<file path="src/rtl/mar_burst_sequencer_if.sv">
// mar_burst_sequencer_if: bus/RAM-side signals of the address sequencer.
// Inputs to the sequencer: iData, iLoad, iInc, iDec, iStart, iLen, iReady.
// Outputs from the sequencer: oData, oValid, oBusy, oDone, oWrap.
// slave modport is the sequencer, master modport is the controller/memory side.
interface mar_burst_sequencer_if #(
    parameter int WIDTH = 16,
    parameter int LEN_W = 8
);
    logic [WIDTH-1:0] iData;
    logic             iLoad;
    logic             iInc;
    logic             iDec;
    logic             iStart;
    logic [LEN_W-1:0] iLen;
    logic             iReady;
    logic [WIDTH-1:0] oData;
    logic             oValid;
    logic             oBusy;
    logic             oDone;
    logic             oWrap;

    modport slave (
        input  iData, iLoad, iInc, iDec, iStart, iLen, iReady,
        output oData, oValid, oBusy, oDone, oWrap
    );

    modport master (
        output iData, iLoad, iInc, iDec, iStart, iLen, iReady,
        input  oData, oValid, oBusy, oDone, oWrap
    );
endinterface

</file>
<file path="src/rtl/mar_burst_sequencer.sv">
// mar_burst_sequencer: memory address register with load/inc/dec and a STRIDE-stepping burst mode.
// Ports: iClk clock, iReset sync active-high reset, bus (slave modport) carrying
// iData/iLoad/iInc/iDec/iStart/iLen/iReady in and oData/oValid/oBusy/oDone/oWrap out.
module mar_burst_sequencer #(
    parameter int WIDTH  = 16,
    parameter int LEN_W  = 8,
    parameter int STRIDE = 1
) (
    input logic iClk,
    input logic iReset,
    mar_burst_sequencer_if.slave bus
);
    typedef enum logic [1:0] {IDLE, BURST, DONE} state_t;

    localparam logic [WIDTH-1:0] ONE  = 1;
    localparam logic [WIDTH:0]   STEP = (WIDTH+1)'(STRIDE);

    state_t           state, stateNext;
    logic [WIDTH-1:0] addr, addrNext;
    logic [LEN_W-1:0] remaining, remainingNext;
    logic             wrap, wrapNext;
    logic [WIDTH:0]   beatSum;

    // Carry out of the extended sum flags a wrap past all-ones.
    assign beatSum = {1'b0, addr} + STEP;

    always_ff @(posedge iClk) begin
        if (iReset) begin
            state     <= IDLE;
            addr      <= '0;
            remaining <= '0;
            wrap      <= 1'b0;
        end else begin
            state     <= stateNext;
            addr      <= addrNext;
            remaining <= remainingNext;
            wrap      <= wrapNext;
        end
    end

    always_comb begin
        stateNext     = state;
        addrNext      = addr;
        remainingNext = remaining;
        wrapNext      = wrap;
        case (state)
            IDLE: begin
                if (bus.iLoad) begin
                    addrNext = bus.iData;
                    wrapNext = 1'b0;
                end else if (bus.iInc && !bus.iStart) begin
                    addrNext = addr + ONE;
                    wrapNext = wrap | (&addr);
                end else if (bus.iDec && !bus.iStart) begin
                    addrNext = addr - ONE;
                    wrapNext = wrap | ~(|addr);
                end
                if (bus.iStart) begin
                    stateNext     = (bus.iLen != '0) ? BURST : DONE;
                    remainingNext = bus.iLen;
                end
            end
            BURST: begin
                if (bus.iReady) begin
                    addrNext      = beatSum[WIDTH-1:0];
                    wrapNext      = wrap | beatSum[WIDTH];
                    remainingNext = remaining - 1'b1;
                    stateNext     = (remaining == 1) ? DONE : BURST;
                end
            end
            default: stateNext = IDLE;
        endcase
    end

    assign bus.oData  = addr;
    assign bus.oValid = state == BURST;
    assign bus.oBusy  = state == BURST;
    assign bus.oDone  = state == DONE;
    assign bus.oWrap  = wrap;
endmodule

</file>
<file path="src/flat_wrapper.sv">
// flat-port wrapper written by rule: the top's interface ports become plain ports
module mar_burst_sequencer_flat 
#(
    parameter int WIDTH  = 16,
    parameter int LEN_W  = 8,
    parameter int STRIDE = 1
)
  (iClk, iReset, bus_iData, bus_iLoad, bus_iInc, bus_iDec, bus_iStart, bus_iLen, bus_iReady, bus_oData, bus_oValid, bus_oBusy, bus_oDone, bus_oWrap);
  mar_burst_sequencer_if #(.WIDTH(WIDTH), .LEN_W(LEN_W)) bus_i ();
  input logic iClk;
  input logic iReset;
  input wire logic [$bits(bus_i.iData)-1:0] bus_iData;
  input wire logic [$bits(bus_i.iLoad)-1:0] bus_iLoad;
  input wire logic [$bits(bus_i.iInc)-1:0] bus_iInc;
  input wire logic [$bits(bus_i.iDec)-1:0] bus_iDec;
  input wire logic [$bits(bus_i.iStart)-1:0] bus_iStart;
  input wire logic [$bits(bus_i.iLen)-1:0] bus_iLen;
  input wire logic [$bits(bus_i.iReady)-1:0] bus_iReady;
  output wire logic [$bits(bus_i.oData)-1:0] bus_oData;
  output wire logic [$bits(bus_i.oValid)-1:0] bus_oValid;
  output wire logic [$bits(bus_i.oBusy)-1:0] bus_oBusy;
  output wire logic [$bits(bus_i.oDone)-1:0] bus_oDone;
  output wire logic [$bits(bus_i.oWrap)-1:0] bus_oWrap;
  assign bus_i.iData = bus_iData;
  assign bus_i.iLoad = bus_iLoad;
  assign bus_i.iInc = bus_iInc;
  assign bus_i.iDec = bus_iDec;
  assign bus_i.iStart = bus_iStart;
  assign bus_i.iLen = bus_iLen;
  assign bus_i.iReady = bus_iReady;
  assign bus_oData = bus_i.oData;
  assign bus_oValid = bus_i.oValid;
  assign bus_oBusy = bus_i.oBusy;
  assign bus_oDone = bus_i.oDone;
  assign bus_oWrap = bus_i.oWrap;
  mar_burst_sequencer #(.WIDTH(WIDTH), .LEN_W(LEN_W), .STRIDE(STRIDE)) u_core (.iClk(iClk), .iReset(iReset), .bus(bus_i));
endmodule
</file>
<file path="config.mk">
export PLATFORM = sky130hd
export DESIGN_NAME = mar_burst_sequencer_flat
export DESIGN_NICKNAME = d
export VERILOG_FILES = /design/src/rtl/mar_burst_sequencer_if.sv /design/src/rtl/mar_burst_sequencer.sv /design/src/flat_wrapper.sv
export SDC_FILE = /design/constraint.sdc
export NUM_CORES = 1
export LEC_CHECK = 0
export CORE_ASPECT_RATIO = 1.25
export CORE_MARGIN = 8
export CORE_UTILIZATION = 58
export CTS_BUF_LIST = sky130_fd_sc_hd__clkbuf_2 sky130_fd_sc_hd__clkbuf_4 sky130_fd_sc_hd__clkbuf_8
export DETAILED_ROUTE_END_ITERATION = 8
export PLACE_DENSITY = 0.88
export SLEW_MARGIN = 15
export SYNTH_ARGS = -nofsm -noshare
export SYNTH_HDL_FRONTEND = slang
export SYNTH_SLANG_ARGS = --single-unit
</file>
<file path="constraint.sdc">
create_clock -name iClk -period 5.15 [get_ports iClk]
set_input_delay 1.2875 -clock iClk [delete_from_list [all_inputs] [get_ports iClk]]
set_output_delay 1.2875 -clock iClk [all_outputs]
set_load 0.1 [all_outputs]
</file>
Word-level counts from Yosys, hierarchy flattened
Index checks and enable logic that the tools add are counted.
{"block": "word_totals", "register_bits": 27, "latchBits": 0, "mem_bits_rw": 0, "romBits": 0, "input_bits": 31, "out_inout_bits": 20, "elab_cells": 47, "mem_count": 0}
{"block": "op_classes", "add_sub_neg": 4, "multipliers": 0, "n_div": 0, "magnitude_cmp": 0, "eq_ne": 6, "shifts": 0, "muxes": 18, "n_bitwise": 4, "reduce_logical": 11}
{"operator": "$mux 16", "n": 4}
{"operator": "$pmux 16 s2", "n": 1}
{"operator": "$add 16x1->17 const B", "n": 1}
{"operator": "$add 16x1->16 const B", "n": 1}
{"operator": "$mux 8", "n": 2}
{"operator": "$pmux 8 s2", "n": 1}
{"operator": "$reduce_and 16->1", "n": 1}
{"operator": "$reduce_or 16->1", "n": 1}
{"operator": "$sub 16x1->16 const B", "n": 1}
{"operator": "$eq 8x1->1 const B", "n": 1}
{"operator": "$mux 2", "n": 4}
{"operator": "$reduce_bool 8->1", "n": 1}
{"operator": "$sub 8x1->8 const B", "n": 1}
{"operator": "$reduce_and 3->1", "n": 2}
{"operator": "$mux 1", "n": 4}
{"operator": "$ne 2x2->1 const B", "n": 2}
{"operator": "$ne 4x2->1 const B", "n": 1}
{"operator": "$pmux 2 s2", "n": 1}
{"operator": "$or 1x1->1", "n": 3}
{"operator": "$eq 2x1->1 const B", "n": 1}
{"operator": "$eq 2x2->1 const B", "n": 1}
{"operator": "$logic_and 1x1->1", "n": 2}
{"operator": "$logic_not 2->1", "n": 1}
{"operator": "$pmux 1 s2", "n": 1}
{"operator": "4 further kinds", "n": 4}

Longest topological paths before layout
{"block": "depth", "ltp_word": 7, "depth_mapped": 10}

Worst setup path after synthesis
No wires, ideal clock.
{"block": "synth_timing", "path_type": "register to output", "from": "reg u_core.state[1]", "to": "out bus_oValid", "t_arrival_ns": 2.324, "setup_slack_ns": 1.539, "stages_incl_launch_ff": 7, "n_path_buf": 4, "cell_sequence": "dfxtp_1 -> clkbuf_1 -> nand2b_1 -> inv_1 -> clkbuf_8 -> clkbuf_1 -> buf_4"}
{"block": "synth_via", "elab_chain_cells": 1}
{"element": "from (decl)", "line_no": "mar_burst_sequencer.sv:18", "text": "state_t state, stateNext;"}
{"element": "from (signal assigned)", "line_no": "mar_burst_sequencer.sv:34", "text": "state <= stateNext;"}
{"element": "$eq 2x1->1"}
{"element": "to (decl)", "line_no": "flat_wrapper.sv:20", "text": "output wire logic [$bits(bus_i.oValid)-1:0] bus_oValid;"}
No other way between the ends.

Final worst setup path
{"block": "layout_timing", "from": "in bus_iStart", "to": "reg u_core.addr[14], in the netlist u_core.bus.oData[14]"}
{"block": "layout_via", "elab_chain_cells": 5}
{"element": "from (decl)", "line_no": "flat_wrapper.sv:16", "text": "input wire logic [$bits(bus_i.iStart)-1:0] bus_iStart;"}
{"element": "$logic_not 1->1 (*)", "line_no": "mar_burst_sequencer.sv:51, mar_burst_sequencer.sv:54"}
{"element": "$logic_and 1x1->1", "line_no": "mar_burst_sequencer.sv:51", "text": "end else if (bus.iInc && !bus.iStart) begin"}
{"element": "$mux 16", "line_no": "mar_burst_sequencer.sv:51"}
{"element": "$mux 16", "line_no": "mar_burst_sequencer.sv:48", "text": "if (bus.iLoad) begin"}
{"element": "$pmux 16 s2", "line_no": "mar_burst_sequencer.sv:46", "text": "case (state)"}
{"element": "to (signal assigned)", "line_no": "mar_burst_sequencer.sv:35", "text": "addr <= addrNext;"}
{"element": "to (decl)", "line_no": "mar_burst_sequencer.sv:19", "text": "logic [WIDTH-1:0] addr, addrNext;"}
Mark *: on every way between the ends. The rest lies on a longest branch, timed or not.
A chain may end at the register's enable or synchronous reset.

==> impl_metrics.csv <==
group,metric,value,unit
floorplanning,pin_count,51,
clock_network,postCtsSetupBuffers,0,
timing,rsz0062_at_grt,"no",
final_layout,instances_no_fill,464,
yosys,synth_area_per_cell,7.16,um2
yosys,netlist_top_cells_count,"nand2_1, a21oi_1, nor2_1, o21ai_0, dfxtp_1",
route,avgRoutedWirePerCell,17.0,um
pwr,powerDensity,339,mW/mm2
setup_path,critical_path_class,"input port to flop",
timing,finalHoldViolCount,0,
clock_network,cts_sinks,27,
global_route,grt-ovfl-total,0,
setup_path,critPathCaptureType,"flop",
timing,skew,0.00212,ns
yosys,synth.largest_area_cell,"dfxtp_1",
yosys,synth_seq_cells,27,
global_route,grt_antenna_before_repair,0,
floorplanning,rows,27,
clock_network,clk_latency,0.28,ns
route,drc_errors,0,
pwr,ir_drop,0.228,mV
route,num_vias,2946,
yosys,synth_ff_type,"dfxtp_1",
clock_network,root_buffer,"clkbuf_8",
floorplanning,die_w,76.1,um
route,ant_nets,0,
global_route,grt_pass1_wl,13.0,mm
clock_network,cts_buffer_depth,2,
timing,fin_setup_tns,0,ns
timing,finalCritPeriodShare,0.735,
final_layout,multi_input_area,0.00193,mm2
floorplanning,die_area,0.00694,mm2
clock_network,cts-hold-fix-buffers,0,
yosys,seq_area_frac_synth,0.206,
route,drtIter0Drc,251,
placed_design,placedCellCount,460,
timing,fin_ws,1.36,ns
global_route,grt_pass1_vias,2878,
final_layout,fillers,363,
setup_path,startpoint,"bus_iStart",
run_status,status,"finished, final reports clean",
global_route,gr-usage-all-layers,0.220,
setup_path,cp-start-kind,"input port",
timing,worstMarginPinSlew,1.14,ns
setup_path,max_stage_delay,0.50,ns
yosys,synth_edf_count,0,
clock_network,cts_tree,"done",
setup_path,crit_fanout,14,
yosys,synth_top_area_share,0.206,
yosys,synthArstFlopShare,0,
setup_path,timing.rr.start,"u_core.bus.oData[4]",
setup_path,cp.arrival,3.95,ns
timing,max_clock_freq,264,MHz
clock_network,cts_resized,0,
placed_design,hpwl,5.81,mm
setup_path,cp_cell_sequence,"clkdlybuf4s50_1 > nand2b_1 > buf_4 > ha_1 > a221o_1 > o21ai_2 > o22ai_2 > a311oi_1 > xor2_1 > a31oi_1",
floorplanning,coreArea,0.00439,mm2
route,viasPerCell,6.35,
route,wl,7.91,mm
yosys,yosysWarnings,0,
final_layout,area_growth,20.7,%
final_layout,diodes,0,
worst_hold_path,min_path_type,"flop to flop",
setup_path,cp.required,5.31,ns
floorplanning,floorplan.initialDensity,0.597,
yosys,yosysMostFrequentCell,"nand2_1",
pwr,leakage,0.00126,uW
placed_design,dp_slack,1.08,ns
clock_network,clkSlewWorstSetupHoldPaths,0.10,ns
placed_design,place_congestion,0.934,
clock_network,htreeDepth,1,
final_layout,drive_gt1_frac,0.0443,
run,maxCapViolations,0,
worst_hold_path,hp-start,"u_core.remaining[1]",
yosys,netlist_top_cells_area,"dfxtp_1, ha_1, nand2_1",
final_layout,seqCellArea,541,um2
clock_network,cts_made_buffers,3,
timing,max_slew_margin,0.236,
global_route,grt_max_degree,39,
yosys,synthesis.nets,418,
floorplanning,die_y,91.1,um
final_layout,fin_nets,459,
route,firstDrtPassIters,5,
setup_path,cp_slowest_cell,"clkdlybuf4s50_1",
yosys,ys_types,57,
yosys,syn-instance-count,366,
placed_design,port-buffer-count,50,
timing,finalCriticalPeriod,3.79,ns
yosys,netlist_area,0.00262,mm2
timing,drv_slew,0,
timing,setup_viol,0,
[cells in the final DEF (no fill, tap or decap), drive strengths merged, types with 13 or more instances in the layout]
| cell type | count |
|---|---|
| nor3 | 13 |
| nand2 | 51 |
| o21ai | 29 |
| a21oi | 37 |
| inv | 13 |
| nand3 | 13 |
| dfxtp | 27 |
| ha | 20 |
| nor2 | 29 |
| clkdlybuf4s50 | 48 |
[worst paths after layout]
| check | endpoint | slack (ns) | cells after the start |
|---|---|---|---|
| worst max register to register | u_core.bus.oData[13] | 2.75 | 8 |
| worst max-delay path | u_core.bus.oData[14] | 1.36 | 10 |
| worst min-delay path | u_core.remaining[1] | 0.48 | 2 |
| worst min register to register | u_core.remaining[1] | 0.48 | 2 |
[area by class of cell]
class,count,area share
Multi-Input combinational cell,308,0.609
Sequential cell,27,0.171
Timing Repair Buffer,54,0.166
Tap cell,58,0.0230
Clock buffer,4,0.0154
Inverter,13,0.0154
[flip-flops by register name, indices dropped and copies added (netlist names)]
name	flops
u_core.state	2
u_core.bus.oData	16
u_core.remaining	8
u_core.bus.oWrap	1
[stage by stage]
| step | cell area (um2) | total power, uW | hold WS, ns | utilization |
|---|---|---|---|---|
| finish | 3160 | 1070 | 0.484 | 0.720 |
| global route | 3160 | 1140 | 0.529 | 0.720 |
| CTS | 3160 | 1060 | 0.484 | 0.720 |
| detailed placement | 3110 | 933 | 0.472 | 0.709 |
| global placement | 3110 | 926 | 0.468 | 0.709 |
| floorplan | 2620 | 783 | 0.445 | - |
[critical path, delay by kind of cell]
family | cells | cell delay, ns
xor+xnor | 1 | 0.17
buf+inv | 2 | 0.78
fa+ha+maj | 1 | 0.30
compound gates | 5 | 1.09
simple gates | 1 | 0.30
[power by group]
group / internal, uW / switching, uW / leakage, uW / total, uW
clock: 60.9 / 72.3 / 0.0000262 / 133
combinational: 226 / 412 / 0.00101 / 639
sequential: 239 / 60.9 / 0.000223 / 300
total: 526 / 546 / 0.00126 / 1070
[per-layer routing]
layer / vias to the layer above / GRT usage / part of all wire
li1: 1436 / - / -
met2: 136 / 0.388 / 0.48
met3: 21 / 0.0404 / 0.084
met5: - / 0 / 0
met1: 1353 / 0.245 / 0.41
met4: 0 / 0.117 / 0.027
[cell families after synthesis]
family	count (synthesis)	share of synthesized area
xor gates and xnor gates	14	0.0468
adders and majority gates	21	0.103
DFF	27	0.206
muxes	4	0.0158
and+or+nand+nor	143	0.257
AOI/OAI and AO/OA	126	0.312
buffers and inverters	31	0.0587
Power figures use the tool's default switching activity.
